==> src/rtl/pipeline_pkg.sv <==
// Shared definitions for the pipeline hazard/stall controller.
package pipeline_pkg;

    // Controller FSM encodings
    typedef enum logic [1:0] {
        RUN      = 2'd0,
        MEM_WAIT = 2'd1,
        FAULT    = 2'd2
    } state_e;

    localparam int REG_BITS_DEFAULT = 4;
    localparam int ZERO_REG         = 0;

endpackage

==> src/rtl/hazard_wait_timer.sv <==
// Counts consecutive frozen cycles of an outstanding memory access and
// flags when the last allowed cycle has been reached.
module hazard_wait_timer #(
    parameter int MAX_WAIT = 15
) (
    input  logic clk,
    input  logic reset,
    input  logic start_i,   // first frozen cycle: counter becomes 1
    input  logic inc_i,     // another frozen cycle inside the wait
    input  logic clr_i,     // access released or pipeline running
    output logic expire_o
);
    localparam int CNT_W = $clog2(MAX_WAIT);

    logic [CNT_W-1:0] wait_cnt_q;
    logic [CNT_W-1:0] wait_cnt_d;

    assign expire_o = (wait_cnt_q == CNT_W'(MAX_WAIT - 1));

    // Next count: clear dominates, start loads 1, increment stops at terminal count
    always_comb begin
        wait_cnt_d = wait_cnt_q;
        if (clr_i) begin
            wait_cnt_d = '0;
        end else if (start_i) begin
            wait_cnt_d = CNT_W'(1);
        end else if (inc_i && !expire_o) begin
            wait_cnt_d = wait_cnt_q + CNT_W'(1);
        end
    end

    // Counter register with synchronous reset
    always_ff @(posedge clk) begin
        if (reset) begin
            wait_cnt_q <= '0;
        end else begin
            wait_cnt_q <= wait_cnt_d;
        end
    end

endmodule

==> src/rtl/pipeline_hazard_controller.sv <==
// Stall/freeze controller: load-use bubbles between ID and EX, pipeline
// freeze while the data memory is busy, and a sticky timeout fault.
// Optional stall counter enabled by defining HAZARD_STALL_COUNT_EN.
module pipeline_hazard_controller
    import pipeline_pkg::*;
#(
    parameter int MAX_WAIT = 15,
    parameter int REG_BITS = REG_BITS_DEFAULT
) (
    input  logic                clk,
    input  logic                reset,
    input  logic [REG_BITS-1:0] ID_RegisterRs,
    input  logic [REG_BITS-1:0] ID_RegisterRt,
    input  logic                ID_UsesRt,
    input  logic                EX_MR,
    input  logic                EX_EnRW,
    input  logic [REG_BITS-1:0] EX_RegisterRd,
    input  logic                MEM_MR,
    input  logic                MEM_MW,
    input  logic                MemReady,
    output logic                PCWrite,
    output logic                IFIDWrite,
    output logic                IDEXBubble,
    output logic                PipeFreeze,
    output logic                MemTimeout
`ifdef HAZARD_STALL_COUNT_EN
   ,output logic [31:0]         StallCount
`endif
);

    state_e state_q, state_d;
    logic   mem_timeout_q;
    logic   load_use, mem_wait;
    logic   tmr_start, tmr_inc, tmr_clr, tmr_expire;

    assign load_use = EX_MR & EX_EnRW & (EX_RegisterRd != REG_BITS'(ZERO_REG)) &
                      ((EX_RegisterRd == ID_RegisterRs) |
                       (ID_UsesRt & (EX_RegisterRd == ID_RegisterRt)));
    assign mem_wait = (MEM_MR | MEM_MW) & ~MemReady;

    assign MemTimeout = mem_timeout_q;

    hazard_wait_timer #(.MAX_WAIT(MAX_WAIT)) u_timer (
        .clk      (clk),
        .reset    (reset),
        .start_i  (tmr_start),
        .inc_i    (tmr_inc),
        .clr_i    (tmr_clr),
        .expire_o (tmr_expire)
    );

    // Mealy decode of stall/freeze outputs and next state; reset forces run outputs
    always_comb begin
        state_d    = state_q;
        tmr_start  = 1'b0;
        tmr_inc    = 1'b0;
        tmr_clr    = 1'b0;
        PCWrite    = 1'b1;
        IFIDWrite  = 1'b1;
        IDEXBubble = 1'b0;
        PipeFreeze = 1'b0;
        unique case (state_q)
            RUN: begin
                if (mem_wait) begin
                    PipeFreeze = 1'b1;
                    PCWrite    = 1'b0;
                    IFIDWrite  = 1'b0;
                    state_d    = MEM_WAIT;
                    tmr_start  = 1'b1;
                end else begin
                    tmr_clr = 1'b1;
                    if (load_use) begin
                        PCWrite    = 1'b0;
                        IFIDWrite  = 1'b0;
                        IDEXBubble = 1'b1;
                    end
                end
            end
            MEM_WAIT: begin
                if (!MemReady) begin
                    PipeFreeze = 1'b1;
                    PCWrite    = 1'b0;
                    IFIDWrite  = 1'b0;
                    if (tmr_expire) state_d = FAULT;
                    else            tmr_inc = 1'b1;
                end else begin
                    // release cycle behaves like a clean RUN cycle, bubble included
                    state_d = RUN;
                    tmr_clr = 1'b1;
                    if (load_use) begin
                        PCWrite    = 1'b0;
                        IFIDWrite  = 1'b0;
                        IDEXBubble = 1'b1;
                    end
                end
            end
            FAULT: begin
                PipeFreeze = 1'b1;
                PCWrite    = 1'b0;
                IFIDWrite  = 1'b0;
            end
            default: state_d = RUN;
        endcase
        if (reset) begin
            PCWrite    = 1'b1;
            IFIDWrite  = 1'b1;
            IDEXBubble = 1'b0;
            PipeFreeze = 1'b0;
        end
    end

    // State and sticky fault flag; only reset leaves FAULT
    always_ff @(posedge clk) begin
        if (reset) begin
            state_q       <= RUN;
            mem_timeout_q <= 1'b0;
        end else begin
            state_q       <= state_d;
            mem_timeout_q <= (state_d == FAULT);
        end
    end

`ifdef HAZARD_STALL_COUNT_EN
    logic [31:0] stall_cnt_q;
    assign StallCount = stall_cnt_q;

    // Saturating count of edges where the PC was held
    always_ff @(posedge clk) begin
        if (reset) begin
            stall_cnt_q <= '0;
        end else if (!PCWrite && stall_cnt_q != 32'hFFFF_FFFF) begin
            stall_cnt_q <= stall_cnt_q + 32'd1;
        end
    end
`endif

endmodule

==> config.mk <==
export PLATFORM = sky130hd
export DESIGN_NAME = pipeline_hazard_controller
export DESIGN_NICKNAME = d
export VERILOG_FILES = /design/src/rtl/pipeline_pkg.sv /design/src/rtl/hazard_wait_timer.sv /design/src/rtl/pipeline_hazard_controller.sv
export SDC_FILE = /design/constraint.sdc
export NUM_CORES = 1
export LEC_CHECK = 0
export CAP_MARGIN = 10
export CORE_MARGIN = 4
export CORE_UTILIZATION = 30
export DETAILED_ROUTE_END_ITERATION = 10
export HOLD_SLACK_MARGIN = 0.08
export PLACE_DENSITY_LB_ADDON = 0.3
export SLEW_MARGIN = 25
export SYNTH_ARGS = -nofsm -noshare
export SYNTH_HDL_FRONTEND = slang
export SYNTH_SLANG_ARGS = --single-unit
==> constraint.sdc <==
create_clock -name clk -period 1.85 [get_ports clk]
set_input_delay 0.185 -clock clk [delete_from_list [all_inputs] [get_ports clk]]
set_output_delay 0.185 -clock clk [all_outputs]
set_load 0.01 [all_outputs]
Yosys cells after proc, flatten, opt, wreduce, memory -nomap -nowiden
Cells that the tools add are included.
{"block": "word_totals", "reg_bits": 7, "input_bits": 20, "output_inout_bits": 5, "wordCells": 53}
{"block": "classes", "add_sub_neg": 1, "n_eq_ne": 6, "muxes": 27, "n_bitwise": 8, "n_reduce_logical": 7}
{"operator": "two-way mux 1 bit", "n": 19}
{"operator": "equality test 4 bit", "n": 2}
{"operator": "two-way mux 2 bit", "n": 3}
{"operator": "case mux 1 bit (3 select lines)", "n": 2}
{"operator": "case mux 2 bit (3 select lines)", "n": 1}
{"operator": "AND 1 bit", "n": 5}
{"operator": "adder 4 x 1 -> 4 bit, second input constant", "n": 1}
{"operator": "equality test 2 bit, second input constant", "n": 2}
{"operator": "equality test 4 bit, second input constant", "n": 1}
{"operator": "case mux 1 bit (2 select lines)", "n": 2}
{"operator": "nonzero test 4 bit", "n": 1}
{"operator": "OR reduction 3 bit", "n": 1}
{"operator": "equality test 2 x 1 -> 1 bit, second input constant", "n": 1}
{"operator": "logical NOT 2 bit", "n": 1}
{"operator": "OR 1 bit", "n": 2}
{"operator": "nonzero test 2 bit", "n": 1}
{"operator": "OR reduction 2 bit", "n": 1}
{"operator": "logical AND 1 bit", "n": 1}
{"operator": "logical NOT 1 bit", "n": 1}
{"operator": "NOT 1 bit", "n": 1}

Logic depth before layout (Yosys ltp)
Gate-level depths: netlist (run 1).
{"block": "logic_depth", "depth_word": 8, "depth_mapped": 6, "depth_no_buf": 6}

Cells and area by module
Synthesis (run 1) repeated with hierarchy kept, for this count alone.
{"block": "unflattened", "hier_cells": 59, "hier_area_um2": 483.0}
{"module": "pipeline_hazard_controller", "instances": 1, "cells_per_inst": 35, "area_per_inst_um2": 270.3, "seq_area_each_um2": 60.1}
{"module": "hazard_wait_timer", "instances": 1, "cells_per_inst": 24, "area_per_inst_um2": 212.7, "seq_area_each_um2": 80.1}

Least setup slack after synthesis (run 1)
Ideal clock, no wire load.
{"block": "synth_timing", "path_kind": "input to output", "from": "input port EX_RegisterRd[0]", "to": "output port PCWrite", "arrival_ns": 1.271, "required_ns": 1.665, "path_slack_ns": 0.394, "path_stages": 5, "n_path_buf": 1, "cell_sequence": "xor2_1 > nor4b_1 > a22oi_1 > a221o_1 > buf_4"}
{"block": "synth_via", "elab_chain_len": 8, "word_cells_on_any_way": 12, "cone_classes": "2 x eq/ne; 5 x mux; 4 x bitwise; 1 x reduce/logical"}
{"element": "from (decl)", "line_no": "pipeline_hazard_controller.sv:17", "rtl": "input logic [REG_BITS-1:0] EX_RegisterRd,"}
{"element": "equality test 4 bit", "line_no": "pipeline_hazard_controller.sv:38", "rtl": "(ID_UsesRt & (EX_RegisterRd == ID_RegisterRt)));"}
{"element": "AND 1 bit", "line_no": "pipeline_hazard_controller.sv:38"}
{"element": "OR 1 bit", "line_no": "pipeline_hazard_controller.sv:37", "rtl": "((EX_RegisterRd == ID_RegisterRs) |"}
{"element": "AND 1 bit (*)", "line_no": "pipeline_hazard_controller.sv:36", "rtl": "assign load_use = EX_MR & EX_EnRW & (EX_RegisterRd != REG_BITS'(ZERO_REG)) &"}
{"element": "two-way mux 1 bit (*)"}
{"element": "two-way mux 1 bit, on equally long branches"}
{"element": "case mux 1 bit (3 select lines) (*)"}
{"element": "two-way mux 1 bit (*)"}
{"element": "to (decl)", "line_no": "pipeline_hazard_controller.sv:21", "rtl": "output logic PCWrite,"}
Every way passes the cells marked *; elsewhere a longest branch is shown, timed or not.

Worst setup path after layout (run 1)
{"block": "layout_timing", "from": "input port EX_MR", "to": "output port PCWrite"}
{"block": "layout_via", "elab_chain_len": 7, "word_cells_on_any_way": 8, "cone_classes": "5 x mux; 3 x bitwise"}
{"element": "from (decl)", "line_no": "pipeline_hazard_controller.sv:15", "rtl": "input logic EX_MR,"}
{"element": "AND 1 bit (*) (3 in a row)", "line_no": "pipeline_hazard_controller.sv:36"}
{"element": "two-way mux 1 bit (*)", "line_no": "pipeline_hazard_controller.sv:72, pipeline_hazard_controller.sv:90"}
{"element": "two-way mux 1 bit, on equally long branches", "line_no": "pipeline_hazard_controller.sv:80, pipeline_hazard_controller.sv:64"}
{"element": "case mux 1 bit (3 select lines) (*)", "line_no": "pipeline_hazard_controller.sv:62", "rtl": "unique case (state_q)"}
{"element": "two-way mux 1 bit (*)", "line_no": "pipeline_hazard_controller.sv:104", "rtl": "if (reset) begin"}
Marked as above.

==> flow_summary.ini, run 1 <==
[synth]
synth.yosys.seq_area_share_pct = 29.2
synthCells = 58
synth_seq_cells = 7
synth.net_count = 80
yosysWarnings = 0
synthDistinctLibCells = 25
post_synth_instance_area_um2 = 480
postSynthAreaPerCell_um2 = 8.28

[hold_path]
hold_end = u_timer.wait_cnt_q[3]
min_path_type = reg2reg
worst_hold_path_stage_count = 2
hold_path.startpoint = u_timer.wait_cnt_q[3]

[grt]
grt_util_all_layers_pct = 12.3
grt_start_max_net_pins = 9
grt_pass1_wl_mm = 1.93
number_of_antenna_violations_at_the_first_check_in_global_routing = 0
globalRoute.totalOverflow = 0
grt_pass1_vias = 495

[final_layout]
antenna_cells = 0
finish.net_count = 114
stdcell_count = 107
area_growth_pct = 65.6
fin_area_um2 = 796
drive_gt1_share_pct = 18.7

[timing]
timing.final.max_slew_violations = 0
timing.final.hold_violations = 0
layout_min_cycle_time_ns = 1.78
timing.fmax_mhz = 560
rsz0062_at_grt = no
setup_viol = 0
max_slew_margin_pct = 78.7
setup_ws_ns = 0.0651
fin_clk_skew_ns = 0.000446
worst-slew-pin-transition_ns = 0.318
period_share_pct = 96.5

[drt]
dr_wl_met2_um = 662
post_drt_via_cell_ratio = 4.88
detail_route.wl_per_cell_um = 11.5
met3WireLength_um = 79
detailedRoute.firstIterationViolations = 4
totalWireLength_mm = 1.23
route.antenna.remaining_nets = 0
highest-signal-layer = met3
via_count = 522
wirelength_met1_um = 490
detail_route.drc_violations = 0
number_of_iterations_in_the_first_detailed_routing_pass = 2

[cts]
cts.sinks = 7
cts.path.max_buffers = 2
cts-hold-fix-buffers = 0
tritoncts = yes
clockRootBuffer = sky130_fd_sc_hd__clkbuf_4
cts.repair_timing.setup_buffer_count = 0
clock_insertion_delay_worst_skew_ns = 0.25
ctsHtreeMaxLevel = 1
numCtsBuffers = 3
worst_setup_hold_path_clk_slew_ns = 0.05

[placement]
dp_slack_ns = -0.449
buffer_ports.inserted = 24
finalWeightedCongestion = 0.825
placement.cell_area_um2 = 785
place.detailed.hpwl_mm = 1.04
numPlacedInstances = 103

[power]
p_leak_uw = 0.000327
pwr_density_cell_nw_per_um2 = 507
ir_worst_vdd_v = 0.000296

[worst_setup_path]
cp_slowest_stage_delay_ns = 0.45
cpMaxStageDelayCell = sky130_fd_sc_hd__clkdlybuf4s50_1
timing.critical_path.from_type = input pin
timing.rr.end = u_timer.wait_cnt_q[0]
timing.reg2reg.setup_slack_ns = 0.38
critical_path.reg2reg.startpoint = u_timer.wait_cnt_q[0]
worst_setup_path_end_kind = output pin
worstRegToRegCells = 6
cp_data_arrival_time_ns = 1.60
crit_required_ns = 1.66
cp_max_fo = 2
timing_worst_setup_path_type = in2out
timing.critical_path.cells = clkdlybuf4s50_1, nand2_1, nor4b_1, a22oi_1, a221o_1, buf_2

[die]
rows = 14
top_level_ports = 25
core_um2 = 1510
die_area_um2 = 2310
chipWidth_um = 48.0
die-height_um = 48.0
initial_core_utilization_pct = 31.9

[job]
drv_cap = 0

[status]
outcome = finished, final reports clean
## cell usage after synthesis (all sizes together)
cell type | instances | area (um2)
a221o | 1 | 10.0
nor3 | 2 | 10.0
a21oi | 1 | 5.00
o211ai | 1 | 7.51
nor4 | 3 | 25.0
xor2 | 10 | 87.6
nand2 | 2 | 7.51
buf | 3 | 16.3
nor2 | 10 | 40.0
a211oi | 3 | 22.5
xnor2 | 1 | 8.76
inv | 2 | 7.51
nand3 | 2 | 10.0
a22oi | 1 | 7.51
nor4b | 1 | 8.76
nand4 | 2 | 12.5
o21bai | 1 | 7.51
dfxtp | 7 | 140
a2bb2oi | 1 | 8.76
and3 | 2 | 12.5
ha | 2 | 25.0
## worst max path at each step
stage / depth (start not counted) / from / end / slack, ns
2_1_floorplan: 5 / EX_RegisterRd[0] / PCWrite / 0.39
3_3_place_gp: 6 / EX_RegisterRd[0] / IFIDWrite / -0.42
3_5_place_dp: 6 / EX_RegisterRd[0] / IFIDWrite / -0.45
4_1_cts: 6 / ID_RegisterRt[0] / IDEXBubble / 0.0009
5_1_grt: 6 / ID_RegisterRs[3] / IFIDWrite / 0.003
6_report: 6 / EX_MR / PCWrite / 0.07
## area by class of cell
type	instances	area, um2
Clock buffer	4	26.3
Fill cell	153	711
Inverter	2	7.51
Multi-Input combinational cell	46	323
Sequential cell	7	140
Tap cell	16	20.0
Timing Repair Buffer	32	279
## critical path: cells and delay by family
kind                   cells  cell delay (ns)
buffers and inverters      2             0.59
and+or+nand+nor            2             0.36
AOI/OAI and AO/OA          2             0.46
## routing by layer
layer  vias up  GRT usage, %
met5         -             0
met4         0          1.61
met3         0          6.77
met2         9          21.4
met1       240          13.4
li1        273             -
## kinds of logic (layout without fill, tap and decap cells)
kind of cell,count (synthesis),in the layout,share of synthesized area (%)
AND/OR/NAND/NOR,24,24,26.3
flip-flops,7,7,29.2
buffers and inverters,5,38,4.95
XOR/XNOR,11,11,20.1
adder cells (fa/ha/maj),2,2,5.21
AO/OA/AOI/OAI,9,9,14.3
## layout by cell type (no fill, tap or decap)
cell type                         count
sky130_fd_sc_hd__nand3_1              2
sky130_fd_sc_hd__clkbuf_4             3
sky130_fd_sc_hd__nand2_1              2
sky130_fd_sc_hd__nor4_1               1
sky130_fd_sc_hd__a22oi_1              1
sky130_fd_sc_hd__o211ai_1             1
sky130_fd_sc_hd__clkdlybuf4s50_1     16
sky130_fd_sc_hd__xnor2_1              1
sky130_fd_sc_hd__nor2_1               9
sky130_fd_sc_hd__nor4_2               2
sky130_fd_sc_hd__nor3_1               2
sky130_fd_sc_hd__dfxtp_1              7
sky130_fd_sc_hd__nor2_2               1
sky130_fd_sc_hd__clkbuf_2             1
sky130_fd_sc_hd__xor2_1              10
sky130_fd_sc_hd__inv_1                2
sky130_fd_sc_hd__buf_4                8
sky130_fd_sc_hd__ha_1                 2
sky130_fd_sc_hd__dlygate4sd2_1        5
sky130_fd_sc_hd__a211oi_1             3
sky130_fd_sc_hd__clkbuf_1             1
sky130_fd_sc_hd__nand4_1              2
sky130_fd_sc_hd__o21bai_1             1
sky130_fd_sc_hd__buf_2                2
sky130_fd_sc_hd__and3_1               2
sky130_fd_sc_hd__a21oi_1              1
sky130_fd_sc_hd__nor4b_1              1
sky130_fd_sc_hd__a221o_1              1
sky130_fd_sc_hd__a2bb2oi_1            1
## power by group
part	internal (uW)	total (uW)	leakage, uW	switching (uW)
clock network	82.3	138	0.0000150	55.8
registers	154	156	0.0000567	2.14
logic	65.8	109	0.000255	43.7
total	302	404	0.000327	102
## registers in the layout, summed over array words and instances, names as in the netlist
signal,count
MemTimeout,1
state_q,2
u_timer.wait_cnt_q,4
## per-stage QoR
| stage | TNS (ns) | utilization, % | power (uW) | hold slack, ns |
|---|---|---|---|---|
| 6_report | 0 | 52.8 | 404 | 0.520 |
| 5_1_grt | 0 | 52.8 | 431 | 0.555 |
| 4_1_cts | 0 | 53.1 | 412 | 0.521 |
| 3_5_place_dp | -1.33 | 52.1 | 274 | 0.497 |
| 3_3_place_gp | -1.25 | 52.1 | 273 | 0.505 |
| 2_1_floorplan | 0 | - | 203 | 0.402 |
## timing repair
item | CTS | global route
pin swaps | 3 | 2
resized for setup | 17 | 1
endpoints found under the setup margin | 4 | 3
(Power assumes the default switching activity.)
==> inputs of run 2 (changes only) <==
SKIP_CTS_REPAIR_TIMING = 1   (was not set)
==> flow_summary.ini, run 2 (synthesis results as in run 1) <==
[final_layout]
area_growth_pct = 71.1
antenna_cells = 0
finish.net_count = 114
largest_register_by_flop_count = u_timer.wait_cnt_q
layout.cells.most_common_list = 16 x sky130_fd_sc_hd__clkdlybuf4s50_1, 10 x sky130_fd_sc_hd__xor2_1, 9 x sky130_fd_sc_hd__nor2_1
fin_area_um2 = 822
drive_gt1_share_pct = 17.6
leading_cell_type_in_the_layout_fill_and_taps_excluded = sky130_fd_sc_hd__clkdlybuf4s50_1
largest_register_ff_count = 4

[worst_setup_path]
timing_worst_setup_path_type = in2out
cp_data_arrival_time_ns = 1.61
timing.rr.end = u_timer.wait_cnt_q[0]
critical_path.reg2reg.startpoint = u_timer.wait_cnt_q[0]
crit_required_ns = 1.66
timing.critical_path.from_type = input pin
timing.reg2reg.setup_slack_ns = 0.38
critical_path_origin = EX_MR
worst_setup_path_end_kind = output pin
worstRegToRegCells = 6
cp_max_fo = 2

[timing]
setup_viol = 0
worst-slew-pin-transition_ns = 0.318
timing.fmax_mhz = 558
period_share_pct = 96.9
fin_clk_skew_ns = 0.000446
layout_min_cycle_time_ns = 1.79
max_slew_margin_pct = 78.7
timing.final.hold_violations = 0
timing.final.max_slew_violations = 0
rsz0062_at_grt = yes

[die]
die-height_um = 48.0
rows = 14
top_level_ports = 25
initial_core_utilization_pct = 31.9
chipWidth_um = 48.0
core_um2 = 1510
die_area_um2 = 2310

[hold_path]
min_path_type = reg2reg
hold_path.startpoint = u_timer.wait_cnt_q[3]
hold_end = u_timer.wait_cnt_q[3]
worst_hold_path_stage_count = 2

[job]
drv_cap = 0

[drt]
detail_route.drc_violations = 0
met3WireLength_um = 80
totalWireLength_mm = 1.29
number_of_iterations_in_the_first_detailed_routing_pass = 2
via_count = 520
route.antenna.remaining_nets = 0
detail_route.wl_per_cell_um = 12.0
detailedRoute.firstIterationViolations = 3
post_drt_via_cell_ratio = 4.86
dr_wl_met2_um = 697
highest-signal-layer = met3
wirelength_met1_um = 507

[cts]
numCtsBuffers = 3
cts.sinks = 7
clockRootBuffer = sky130_fd_sc_hd__clkbuf_4
ctsHtreeMaxLevel = 1
cts.path.max_buffers = 2
tritoncts = yes
worst_setup_hold_path_clk_slew_ns = 0.05
clock_insertion_delay_worst_skew_ns = 0.25

[placement]
buffer_ports.inserted = 24
place.detailed.hpwl_mm = 1.04
placement.cell_area_um2 = 785
finalWeightedCongestion = 0.825

[grt]
grt_util_all_layers_pct = 12.3
grt_start_max_net_pins = 9
grt_pass1_vias = 495
grt_pass1_wl_mm = 1.93
globalRoute.totalOverflow = 0
number_of_antenna_violations_at_the_first_check_in_global_routing = 0

[power]
p_leak_uw = 0.000388
pwr_density_cell_nw_per_um2 = 495
ir_worst_vdd_v = 0.000296
totalPowerFinal_uw = 407

[status]
outcome = finished, final reports clean
run 2: cell count changes in the layout (fill, tap and decap cells not counted), sizes merged:
cell	before	now
dlygate4sd2	5	0
dlymetal6s2s	0	6
buf	10	9
run 2: cell type report:
cell class	count	area [um2]
flip-flops and latches	7	140
inverters	2	7.51
repair buffers	32	305
multi-input cells	46	323
fillers	146	684
well taps	16	20.0
clock buffers	4	26.3
run 2: worst max-delay path by stage:
stage | end | slack, ns | depth (start not counted)
2_1_floorplan | PCWrite | 0.39 | 5
3_3_place_gp | IFIDWrite | -0.42 | 6
3_5_place_dp | IFIDWrite | -0.45 | 6
4_1_cts | IFIDWrite | -0.45 | 6
5_1_grt | PCWrite | -0.001 | 6
6_report | PCWrite | 0.06 | 6
run 2: layer usage:
metal,up-vias,track usage [%]
li1,273,-
met1,238,13.4
met2,9,21.4
met3,0,6.77
met4,0,1.61
met5,-,0
run 2: metrics by stage:
stage                     hold slack (ns)  worst slack [ns]  cells  utilization, %  TNS [ns]
after floorplan                     0.402             0.394     58               -         0
after global placement              0.505            -0.422    103            52.1     -1.25
after detailed placement            0.497            -0.449    103            52.1     -1.33
after CTS                           0.521            -0.450    107            53.8     -1.34
after global routing                0.555          -0.00106    107            54.6  -0.00106
final                               0.520            0.0581    107            54.6         0
run 2: worst max-delay path, cell delays in order:
cell and delay (ns):
sky130_fd_sc_hd__clkdlybuf4s50_1 0.45, sky130_fd_sc_hd__nand2_1 0.07, sky130_fd_sc_hd__nor4b_1 0.29, sky130_fd_sc_hd__a22oi_1 0.15
sky130_fd_sc_hd__a221o_1 0.32, sky130_fd_sc_hd__buf_2 0.14
run 2: where the power goes:
part | internal (uW) | switching (uW)
clock network | 82.3 | 55.8
logic | 68.4 | 44.5
registers | 154 | 2.14
total | 305 | 103
